$ cat src/rtl/traffic_light_sequencer_pkg.sv
// Shared lane and phase definitions for the traffic light sequencer and its lane picker.
package traffic_pkg;

  localparam int NUM_LANES = 4;
  localparam int LANE_W    = 2;

  typedef enum logic [1:0] {
    PH_IDLE    = 2'd0,
    PH_GREEN   = 2'd1,
    PH_YELLOW  = 2'd2,
    PH_ALL_RED = 2'd3
  } phase_e;

  function automatic logic [NUM_LANES-1:0] lane_onehot(input logic [LANE_W-1:0] idx);
    logic [NUM_LANES-1:0] oh;
    oh      = '0;
    oh[idx] = 1'b1;
    return oh;
  endfunction

endpackage

$ cat src/rtl/traffic_light_sequencer_rr_lane_picker.sv
// Round-robin lane picker: first requesting lane after cur, or cur+1 when nobody else requests.
module rr_lane_picker
  import traffic_pkg::*;
(
  input  logic [LANE_W-1:0]    cur,
  input  logic [NUM_LANES-1:0] req,
  output logic [LANE_W-1:0]    nxt
);

  logic [LANE_W-1:0] cand;

  // Scan farthest candidate first so the nearest requesting lane is the last, winning, write.
  always_comb begin
    nxt  = cur + LANE_W'(1);
    cand = '0;
    for (int i = NUM_LANES - 1; i >= 1; i--) begin
      cand = cur + LANE_W'(i);
      if (req[cand]) begin
        nxt = cand;
      end
    end
  end

endmodule

$ cat src/rtl/traffic_light_sequencer.sv
// Timed GREEN -> YELLOW -> ALL_RED sequencer per lane with round-robin lane selection
// and green extension while no other lane has demand.
module traffic_light_sequencer
  import traffic_pkg::*;
#(
  parameter int GREEN_CYC  = 20,
  parameter int YELLOW_CYC = 4,
  parameter int ALLRED_CYC = 2,
  parameter int CNT_W      = 8
) (
  input  logic                 clk,
  input  logic                 rst_n,
  input  logic                 enable,
  input  logic [NUM_LANES-1:0] car_waiting,
  output logic [LANE_W-1:0]    traffic_light,
  output logic [1:0]           phase,
  output logic                 light_valid,
  output logic                 lane_switch
);

  localparam logic [CNT_W-1:0] GREEN_LOAD  = CNT_W'(GREEN_CYC - 1);
  localparam logic [CNT_W-1:0] YELLOW_LOAD = CNT_W'(YELLOW_CYC - 1);
  localparam logic [CNT_W-1:0] ALLRED_LOAD = CNT_W'(ALLRED_CYC - 1);

  phase_e            state_q, state_d;
  logic [CNT_W-1:0]  timer_q, timer_d;
  logic [LANE_W-1:0] lane_q, lane_d;
  logic              switch_q, switch_d;
  logic [LANE_W-1:0] next_lane;
  logic              others_waiting;
  logic              timer_done;

  rr_lane_picker u_picker (
    .cur (lane_q),
    .req (car_waiting),
    .nxt (next_lane)
  );

  assign others_waiting = |(car_waiting & ~lane_onehot(lane_q));
  assign timer_done     = (timer_q == '0);

  always_ff @(posedge clk) begin
    if (!rst_n) begin
      state_q  <= PH_IDLE;
      timer_q  <= '0;
      lane_q   <= '0;
      switch_q <= 1'b0;
    end else begin
      state_q  <= state_d;
      timer_q  <= timer_d;
      lane_q   <= lane_d;
      switch_q <= switch_d;
    end
  end

  // Every exit taken at timer==0 reloads the timer, so it can never wrap below zero.
  always_comb begin
    state_d  = state_q;
    timer_d  = timer_q;
    lane_d   = lane_q;
    switch_d = 1'b0;
    unique case (state_q)
      PH_IDLE: begin
        if (enable) begin
          state_d = PH_GREEN;
          timer_d = GREEN_LOAD;
        end
      end
      PH_GREEN: begin
        if (!enable) begin
          state_d = PH_YELLOW;
          timer_d = YELLOW_LOAD;
        end else if (timer_done) begin
          if (others_waiting) begin
            state_d = PH_YELLOW;
            timer_d = YELLOW_LOAD;
          end else begin
            timer_d = GREEN_LOAD;
          end
        end else begin
          timer_d = timer_q - CNT_W'(1);
        end
      end
      PH_YELLOW: begin
        if (timer_done) begin
          state_d = PH_ALL_RED;
          timer_d = ALLRED_LOAD;
        end else begin
          timer_d = timer_q - CNT_W'(1);
        end
      end
      PH_ALL_RED: begin
        if (timer_done) begin
          if (enable) begin
            state_d  = PH_GREEN;
            timer_d  = GREEN_LOAD;
            lane_d   = next_lane;
            switch_d = (next_lane != lane_q);
          end else begin
            state_d = PH_IDLE;
          end
        end else begin
          timer_d = timer_q - CNT_W'(1);
        end
      end
      default: begin
        state_d = PH_IDLE;
      end
    endcase
  end

  always_comb begin
    phase         = state_q;
    traffic_light = lane_q;
    lane_switch   = switch_q;
    light_valid   = (state_q == PH_GREEN) || (state_q == PH_YELLOW);
  end

endmodule
$ cat config.mk
export PLATFORM = sky130hd
export DESIGN_NAME = traffic_light_sequencer
export DESIGN_NICKNAME = d
export VERILOG_FILES = /design/src/rtl/traffic_light_sequencer_pkg.sv /design/src/rtl/traffic_light_sequencer_rr_lane_picker.sv /design/src/rtl/traffic_light_sequencer.sv
export SDC_FILE = /design/constraint.sdc
export NUM_CORES = 1
export LEC_CHECK = 0
export CAP_MARGIN = 30
export CORE_MARGIN = 5
export CORE_UTILIZATION = 35
export DETAILED_ROUTE_END_ITERATION = 12
export GPL_ROUTABILITY_DRIVEN = 0
export PLACE_DENSITY = 0.61
export SYNTH_ARGS = -nofsm -noshare
export SYNTH_HDL_FRONTEND = slang
export SYNTH_HIERARCHICAL = 1
export SYNTH_SLANG_ARGS = --single-unit
$ cat constraint.sdc
create_clock -name clk -period 2.62 [get_ports clk]
set_input_delay 0.393 -clock clk [delete_from_list [all_inputs] [get_ports clk]]
set_output_delay 0.393 -clock clk [all_outputs]
set_load 0.005 [all_outputs]
==> impl_metrics.env, run 1 <==
export IMPL_status="completed"
export IMPL_initial_core_util=0.358
export IMPL_dpl_worst_slack_ns=0.263
export IMPL_drv_slew=0
export IMPL_synthMuxAreaShare=0.0104
export IMPL_ys_seq_area_frac=0.271
export IMPL_synth_adder_area_share=0.0911
export IMPL_finClkSkew_ns=0.00850
export IMPL_detailed_place_area_um2=1110
export IMPL_multiInputGateArea_um2=669
export IMPL_io_buffers=12
export IMPL_cts_buffers=3
export IMPL_cpPeakStageDelay_ns=0.57
export IMPL_path_cells="clkdlybuf4s50_1 -> or3b_1 -> a31oi_1 -> or4_1 -> xnor2_1 -> a2111oi_0"
export IMPL_die_area_um2=3890
export IMPL_rsz0062_at_grt="no"
export IMPL_met1_length_um=1030
export IMPL_avgRoutedWirePerCell_um=13.6
export IMPL_clock_latency_ns=0.28
export IMPL_drt_iter0_drc=41
export IMPL_die_height_um=62.4
export IMPL_diodes=0
export IMPL_maxCapViolCount=0
export IMPL_yosys_warnings=6
export IMPL_finish_utilization=0.425
export IMPL_setup_viol=0
export IMPL_cts_tree="yes"
export IMPL_dieWidth_um=62.4
export IMPL_ys_flop_type="dfxtp_1"
export IMPL_postCtsSetupBuffers=0
export IMPL_nNetsFinal=150
export IMPL_crit_family="simple AND/OR/NAND/NOR gates"
export IMPL_cp_start_kind="input port"
export IMPL_wirelength_um=2260
export IMPL_met3_length_um=91
export IMPL_ff_latch_area_um2=260
export IMPL_avgSynthCellArea_um2=8.01
export IMPL_worstSetupPathType="input port to flop"
export IMPL_antenna_found_initial=0
export IMPL_ctsRootBufferMaster="clkbuf_4"
export IMPL_vias=907
export IMPL_tns_ns=0
export IMPL_min_path_type="flop to flop"
export IMPL_netlist_instances=120
export IMPL_peakVddDrop_uv=501
export IMPL_syn_num_nets=134
export IMPL_critPathMaxFanout=6
export IMPL_synth_simple_area_share=0.271
export IMPL_stdcell_area_um2=1140
export IMPL_htree_levels=1
export IMPL_power_density_nw_per_um2=926
export IMPL_grt_pass1_vias=892
export IMPL_grt_overflow=0
export IMPL_clock_sinks=13
export IMPL_synth_edf_count=0
export IMPL_total_power_mw=1.06
export IMPL_slew_headroom=0.667
export IMPL_fin_crit_sh=0.792
export IMPL_layout_drive_gt1_share=0.0741
export IMPL_ys_async_sr_fraction=0
export IMPL_worst_pin_slew_ns=0.499
export IMPL_drc=0
export IMPL_syn_area_um2=961
export IMPL_via_per_inst=5.46
export IMPL_ff2ff_setup_slack_ns=0.65
export IMPL_cp_data_required_time_ns=2.79
export IMPL_core_um2=2690
export IMPL_leakage_nw=0.431
export IMPL_max_clock_freq_ghz=0.482
export IMPL_fin_crit_ns=2.07
export IMPL_std_cell_rows=19
export IMPL_top_layer_used="met4"
export IMPL_critPathBufInv=1
export IMPL_cpMaxStageDelayCell="clkdlybuf4s50_1"
export IMPL_synth_top_family_by_area="simple AND/OR/NAND/NOR gates"
export IMPL_cts_resized=0
export IMPL_ys_types=37
export IMPL_wl_met2_um=1100
export IMPL_grt_use_total=0.126
export IMPL_clkTransAtPathRegs_ns=0.08
export IMPL_first_pass_iters=4
export IMPL_antenna_left=0
export IMPL_dpl_hpwl_um=1700
export IMPL_finalHoldViolCount=0
export IMPL_grt_first_pass_wirelength_um=4000
export IMPL_postCtsHoldBufs=0
export IMPL_clockBufferDepth=2
export IMPL_cp_arrival_ns=2.24
export IMPL_synthXorXnorAreaFrac=0.0547
export IMPL_synth_compound_area_frac=0.270
export IMPL_ioPinCount=13
export IMPL_ys_ff_latch=13
export IMPL_fillers=293
export IMPL_setup_slack_ns=0.545
export IMPL_crit_path_end_kind="flop"
export IMPL_grt_max_degree=14
export IMPL_syn_to_final_growth_pct=18.7
## synth_stat cells (2+ instances only)
library cell,n,share of area
xnor2_1,5,0.046
a211o_1,2,0.018
nor3_1,8,0.042
nand2_1,14,0.055
dfxtp_1,13,0.27
o31ai_1,2,0.016
nand2b_1,4,0.026
a31oi_1,4,0.026
o22ai_1,2,0.013
o21ai_0,9,0.047
nor2_1,11,0.043
a21oi_1,7,0.036
nor3b_1,3,0.023
ha_1,7,0.091
inv_1,7,0.027
## registers in the layout, summed over array words and instances, names as in the netlist
register	count
timer_q	8
phase	2
traffic_light	2
lane_switch	1
## cell type report
type	instances	share of cell area
flip-flops and latches	13	0.228
inverters	7	0.0230
well taps	31	0.0340
clock buffers	4	0.0230
multi-input cells	99	0.587
repair buffers	12	0.105
## stage by stage
stage               hold WS [ns]  std cells
floorplan                  0.457        120
global placement           0.484        162
detailed placement         0.493        162
CTS                        0.502        166
global route               0.532        166
finish                     0.495        166
## power by group
part           switching, mW  internal [mW]  total (mW)  leakage [nW]
combinational          0.337          0.290       0.627         0.310
clock                 0.0691         0.0591       0.128        0.0150
sequential            0.0616          0.240       0.302         0.106
## layout by cell type, fill, tap and decap left out, drive strengths merged
| cell type | synthesis | final |
|---|---|---|
| nand2 | 14 | 14 |
| dfxtp | 13 | 13 |
| clkdlybuf4s50 | 0 | 12 |
| nor2 | 11 | 11 |
| o21ai | 10 | 10 |
| nor3 | 8 | 8 |
| inv | 7 | 7 |
| a21oi | 7 | 7 |
| ha | 7 | 7 |
| xnor2 | 5 | 5 |
| a31oi | 4 | 4 |
| nand2b | 4 | 4 |
| clkbuf | 0 | 4 |
| nor3b | 3 | 3 |
| o31ai | 2 | 2 |
| a211o | 2 | 2 |
| o22ai | 2 | 2 |
| nor4 | 2 | 2 |
| a2111oi | 2 | 2 |
| a221oi | 2 | 2 |
| a22oi | 1 | 1 |
| and3 | 1 | 1 |
| and2 | 1 | 1 |
| mux2i | 1 | 1 |
| nor2b | 1 | 1 |
| a21o | 1 | 1 |
| o21bai | 1 | 1 |
| a2bb2oi | 1 | 1 |
| nand3 | 1 | 1 |
| xor2 | 1 | 1 |
| a211oi | 1 | 1 |
| or2b | 1 | 1 |
| or3b | 1 | 1 |
| or4 | 1 | 1 |
## per-layer routing
metal,vias up,global-route usage
met2,15,0.212
met4,0,0.0637
met1,414,0.146
met5,-,0
li1,474,-
met3,4,0.0324
## worst reg2reg max path, stage by stage, from the launching register on
cell,delay (ns)
dfxtp_1,0.35
inv_1,0.09
ha_1,0.16
nor3b_1,0.44
a31oi_1,0.23
nor3_1,0.38
o21ai_0,0.16
o31ai_1,0.08
## worst paths after layout
path / end / start / depth (start not counted)
max reg2reg: timer_q[6] / timer_q[0] / 7
min reg2reg: timer_q[7] / timer_q[7] / 2
max: lane_switch / car_waiting[0] / 6
min: timer_q[7] / timer_q[7] / 2
## cell families (layout without fill, tap and decap cells)
group / count (synthesis) / after routing
and+or+nand+nor: 49 / 49
muxes: 1 / 1
xor gates and xnor gates: 6 / 6
adders and majority gates: 7 / 7
DFF: 13 / 13
buffers and inverters: 8 / 23
AOI/OAI and AO/OA: 36 / 36
No activity file was read; power rests on OpenSTA's default activity.
==> run 2, diff against run 1 <==
--- a/config.mk
+++ b/config.mk
@@ -10,7 +10,7 @@
 export CORE_UTILIZATION = 35
 export DETAILED_ROUTE_END_ITERATION = 12
 export GPL_ROUTABILITY_DRIVEN = 0
-export PLACE_DENSITY = 0.61
+export PLACE_DENSITY = 0.63
 export SYNTH_ARGS = -nofsm -noshare
 export SYNTH_HDL_FRONTEND = slang
 export SYNTH_HIERARCHICAL = 1
==> constraint.sdc (replaced) <==
create_clock -name clk -period 1.7 [get_ports clk]
set_input_delay 0.255 -clock clk [delete_from_list [all_inputs] [get_ports clk]]
set_output_delay 0.255 -clock clk [all_outputs]
set_load 0.005 [all_outputs]
==> run 2 against run 1 <==
The flow now finishes with violations (setup timing). Clock power increased by 55%. Sequential power is 51% higher. Cell area up 36%. Critical path type is now flop to flop. Non-clock buffer count up 39. Flip-flop and latch count unchanged. Clock skew up 0.0012 ns. Clock-buffer cell count is the same. Critical path depth rose by 3. Setup slack got worse by 0.60 ns. Combinational power rose by 150%. Largest cell class unchanged. Via count is 24% higher.
==> impl_metrics.env, run 2 (synthesized netlist as in run 1, its figures left out) <==
export IMPL_first_pass_iters=6
export IMPL_drc=0
export IMPL_setup_viol=2
export IMPL_crit_path_end_kind="flop"
export IMPL_grt_first_pass_wirelength_um=4660
export IMPL_peakVddDrop_uv=883
export IMPL_ff2ff_setup_slack_ns=-0.06
export IMPL_min_path_type="flop to flop"
export IMPL_stdcell_count=205
export IMPL_largest_register="timer_q"
export IMPL_fillers=251
export IMPL_clock_latency_ns=0.28
export IMPL_syn_to_final_growth_pct=61.6
export IMPL_fin_crit_sh=1.03
export IMPL_dpl_worst_slack_ns=-0.464
export IMPL_cp_arrival_ns=1.94
export IMPL_dieWidth_um=62.4
export IMPL_slew_headroom=0.688
export IMPL_ff_latch_area_um2=275
export IMPL_nNetsFinal=189
export IMPL_clockBufferDepth=2
export IMPL_diodes=0
export IMPL_grt_overflow=0
export IMPL_vias=1122
export IMPL_drv_slew=0
export IMPL_finClkSkew_ns=0.00969
export IMPL_finish_utilization=0.578
export IMPL_largest_reg_flops=8
export IMPL_wirelength_um=3000
export IMPL_finalHoldViolCount=0
export IMPL_via_per_inst=5.47
export IMPL_status="finished with violations"
export IMPL_layout_drive_gt1_share=0.431
export IMPL_worstSetupPathType="flop to flop"
export IMPL_leakage_nw=0.673
export IMPL_drt_iter0_drc=60
export IMPL_io_buffers=12
export IMPL_critPathMaxFanout=4
export IMPL_htree_levels=1
export IMPL_ioPinCount=13
export IMPL_core_um2=2690
export IMPL_cpMaxStageDelayCell="dfxtp_2"
export IMPL_setup_slack_ns=-0.0582
export IMPL_failed_checks="setup timing"
export IMPL_final_cell_mix="buf_4 (38), nand2_1 (13), nor2_1 (10)"
export IMPL_cp_start_kind="flop"
export IMPL_dp_cells=195
export IMPL_cts_tree="yes"
export IMPL_cpPeakStageDelay_ns=0.33
export IMPL_rsz0062_at_grt="yes"
export IMPL_ctsRootBufferMaster="clkbuf_4"
export IMPL_cp_data_required_time_ns=1.89
export IMPL_grt_max_degree=8
export IMPL_die_area_um2=3890
export IMPL_path_common_cell="buf_4"
export IMPL_antenna_found_initial=0
export IMPL_path_cells="inv_2 -> ha_4 -> nor3b_2 -> buf_4 -> a22oi_2 -> buf_4 -> a221oi_4 -> o21ai_2 -> a221oi_2"
export IMPL_antenna_left=0
export IMPL_maxCapViolCount=0
export IMPL_power_density_nw_per_um2=1420
export IMPL_max_clock_freq_ghz=0.569
export IMPL_std_cell_rows=19
export IMPL_final_common_cell="buf_4"
export IMPL_grt_use_total=0.141
export IMPL_fin_crit_ns=1.76
export IMPL_clock_sinks=13
export IMPL_worst_pin_slew_ns=0.463
export IMPL_dpl_hpwl_um=1990
export IMPL_clkTransAtPathRegs_ns=0.09
export IMPL_die_height_um=62.4
export IMPL_grt_pass1_vias=1104
export IMPL_cts_buffers=3
export IMPL_initial_core_util=0.358
export IMPL_hold_slack_ns=0.511
export IMPL_avgRoutedWirePerCell_um=14.6
export IMPL_multiInputGateArea_um2=769
## run 2: changes by cell type in the layout (fill, tap and decap cells not counted), moves of 3 or more
cell,change
nor3_2,+3
ha_1,-3
inv_1,-4
dfxtp_1,-6
inv_2,+3
clkdlybuf4s50_1,-5
dfxtp_2,+3
dlygate4sd2_1,+4
dfxtp_4,+3
nor3_1,-3
buf_4,+38
## run 2: metrics by stage
stage               TNS, ns  instance area (um2)  power, mW
floorplan                 0                  962       1.18
global placement      -1.22                 1360       1.66
detailed placement    -1.45                 1360       1.69
CTS                 -0.0363                 1480       2.03
global route         -0.406                 1550       2.37
finish              -0.0594                 1550       2.21
## run 2: cell type report
type / count / share of cell area
clock buffers: 4 / 0.0169
inverters: 7 / 0.0185
multi-input cells: 99 / 0.496
flip-flops and latches: 13 / 0.177
well taps: 31 / 0.0250
repair buffers: 51 / 0.267
## run 2: worst paths after layout
| check | depth (start not counted) | to | startpoint |
|---|---|---|---|
| worst max-delay path | 9 | phase[0] | timer_q[1] |
| worst min register to register | 2 | timer_q[7] | timer_q[7] |
| worst max register to register | 9 | phase[0] | timer_q[1] |
| worst min-delay path | 2 | timer_q[7] | timer_q[7] |
## run 2: power breakdown
| part | internal [mW] | switching [mW] |
|---|---|---|
| Clock | 0.0908 | 0.107 |
| Combinational | 0.825 | 0.733 |
| Sequential | 0.382 | 0.0738 |
## run 2: layer usage
metal	vias up	global-route usage	routed length [um]
li1	550	-	-
met4	0	0.0477	55
met5	-	0	0
met2	38	0.260	1600
met1	525	0.158	1210
met3	9	0.0288	135
## run 2: timing repair
item,4_1_cts,5_1_grt
gates cloned,0,0
pin swaps,4,5
hold buffers,0,0
endpoints found under the setup margin,11,11
setup buffers,3,3
resized for setup,22,17
## run 2: worst max-delay path: cells and delay by family (launching register included)
family / cells / cell delay (ns)
buffers and inverters: 3 / 0.40
DFF: 1 / 0.33
AOI/OAI and AO/OA: 4 / 0.66
adders and majority gates: 1 / 0.13
and+or+nand+nor: 1 / 0.15
==> run 3, diff against run 2 <==
--- a/config.mk
+++ b/config.mk
@@ -6,7 +6,7 @@
 export NUM_CORES = 1
 export LEC_CHECK = 0
 export CAP_MARGIN = 30
-export CORE_MARGIN = 5
+export CORE_MARGIN = 2
 export CORE_UTILIZATION = 35
 export DETAILED_ROUTE_END_ITERATION = 12
 export GPL_ROUTABILITY_DRIVEN = 0
==> run 3 against run 2 <==
The run now ends clean. Cell count decreased by 1.5%. First-iteration DRC count decreased by 22%. Combinational power about the same. Worst hold slack improved by 0.0034 ns. Non-clock buffer count decreased by 2. Fmax increased by 3.9%. Die area decreased by 18%. Critical path type unchanged. Largest cell class unchanged.
==> impl_metrics.env, run 3 (synthesized netlist as in run 1, its figures left out) <==
export IMPL_crit_path_end_kind="flop"
export IMPL_intPower_mw=1.29
export IMPL_max_clock_freq_ghz=0.591
export IMPL_slew_headroom=0.712
export IMPL_grtUsageMet3=0.0230
export IMPL_ff_latch_area_um2=274
export IMPL_clkTransAtPathRegs_ns=0.09
export IMPL_hold_start="timer_q[7]"
export IMPL_fin_crit_ns=1.69
export IMPL_diodes=0
export IMPL_worstSetupPathType="flop to flop"
export IMPL_via_per_inst=5.32
export IMPL_switching_share=0.418
export IMPL_die_area_um2=3180
export IMPL_grt_use_total=0.172
export IMPL_vias=1075
export IMPL_worstSetupStartpoint="phase[1]"
export IMPL_finish_utilization=0.613
export IMPL_grt_overflow=0
export IMPL_drv_slew=0
export IMPL_grt_max_degree=8
export IMPL_std_cell_rows=18
export IMPL_peakVddDrop_uv=1060
export IMPL_syn_to_final_growth_pct=62.2
export IMPL_cp_data_required_time_ns=1.90
export IMPL_tns_ns=0
export IMPL_hold_slack_ns=0.515
export IMPL_maxCapViolCount=0
export IMPL_clkPwrFrac=0.095
export IMPL_power_density_nw_per_um2=1420
export IMPL_cp_arrival_ns=1.90
export IMPL_grt_use_met2=0.309
export IMPL_pwr_share_seq=0.202
export IMPL_critPathMaxFanout=4
export IMPL_finClkSkew_ns=0.00801
export IMPL_cp_start_kind="flop"
export IMPL_multiInputGateArea_um2=798
export IMPL_antenna_left=0
export IMPL_first_pass_iters=4
export IMPL_layout_drive_gt1_share=0.453
export IMPL_grt_pass1_vias=1035
export IMPL_fin_crit_sh=0.996
export IMPL_die_height_um=56.4
export IMPL_rsz0062_at_grt="yes"
export IMPL_initial_core_util=0.378
export IMPL_fillers=230
export IMPL_grt_first_pass_wirelength_um=4440
export IMPL_dieWidth_um=56.4
export IMPL_clock_latency_ns=0.29
export IMPL_leakage_nw=0.652
export IMPL_ctsRootBufferMaster="clkbuf_4"
export IMPL_worst_pin_slew_ns=0.427
export IMPL_pwr_share_comb=0.704
export IMPL_nNetsFinal=187
export IMPL_largest_reg_flops=8
export IMPL_final_common_cell="buf_4"
export IMPL_htree_levels=1
export IMPL_drc=0
export IMPL_cts_buffers=3
export IMPL_min_path_type="flop to flop"
export IMPL_status="completed"
export IMPL_wirelength_um=2790
export IMPL_top_usage_layer="met2"
export IMPL_largest_register="timer_q"
export IMPL_clock_sinks=13
export IMPL_final_cell_mix="buf_4 (36), nand2_1 (12), nor2_1 (10)"
export IMPL_dpl_hpwl_um=1940
export IMPL_p_sw_mw=0.922
export IMPL_cts_tree="yes"
export IMPL_ioPinCount=13
export IMPL_clockBufferDepth=2
export IMPL_io_buffers=12
export IMPL_dpl_worst_slack_ns=-0.474
export IMPL_setup_viol=0
export IMPL_grt_util_met1=0.215
export IMPL_r2r_start="phase[1]"
export IMPL_antenna_found_initial=0
export IMPL_postCtsHoldBufs=0
export IMPL_setup_slack_ns=0.00722
export IMPL_drt_iter0_drc=47
export IMPL_finalHoldViolCount=0
export IMPL_core_um2=2540
export IMPL_avgRoutedWirePerCell_um=13.8
==> run 3: path summary, 6_finish.rpt <==
kind,end,slack (ns),cells past startpoint
setup / recovery,phase[0],0.007,8
hold / removal,timer_q[7],0.51,2
setup reg to reg,phase[0],0.007,8
hold reg to reg,timer_q[7],0.51,2
==> run 3: routing by layer <==
layer	wire length, um	vias up
li1	-	541
met1	1230	508
met2	1450	20
met3	65	6
met4	37	0
met5	0	-
==> run 3: cell type report <==
type / instances / area share
Tap cell: 30 / 0.0241
Multi-Input combinational cell: 99 / 0.512
Sequential cell: 13 / 0.176
Timing Repair Buffer: 49 / 0.254
Inverter: 7 / 0.0169
Clock buffer: 4 / 0.0169
==> run 3: worst max-delay path: stages (launching register included) <==
cell and delay, ns:
dfxtp_4 0.35, buf_4 0.15, ha_2 0.20, nor2_4 0.11
a22oi_2 0.08, buf_4 0.16, a221oi_4 0.18, o21ai_1 0.12
a221oi_2 0.24
==> run 3: power groups by stage <==
stage                     Combinational [mW]  Sequential [mW]  Clock [mW]
after floorplan                        0.725            0.451           0
after global placement                  1.20            0.444           0
after detailed placement                1.23            0.447           0
after CTS                               1.30            0.438       0.216
after global routing                    1.69            0.455       0.229
final                                   1.55            0.445       0.209
==> run 3: repair_timing <==
action / 4_1_cts / 5_1_grt
setup endpoints to repair: 9 / 10
gates resized for setup: 15 / 31
pin swaps: 3 / 4
setup buffers: 2 / 5
gates cloned: 0 / 0
==> run 3: metrics by stage <==
step	instance area (um2)	total power [mW]	cells
floorplan	962	1.18	120
global placement	1340	1.65	191
detailed placement	1340	1.67	191
CTS	1410	1.95	197
global route	1560	2.37	202
finish	1560	2.21	202
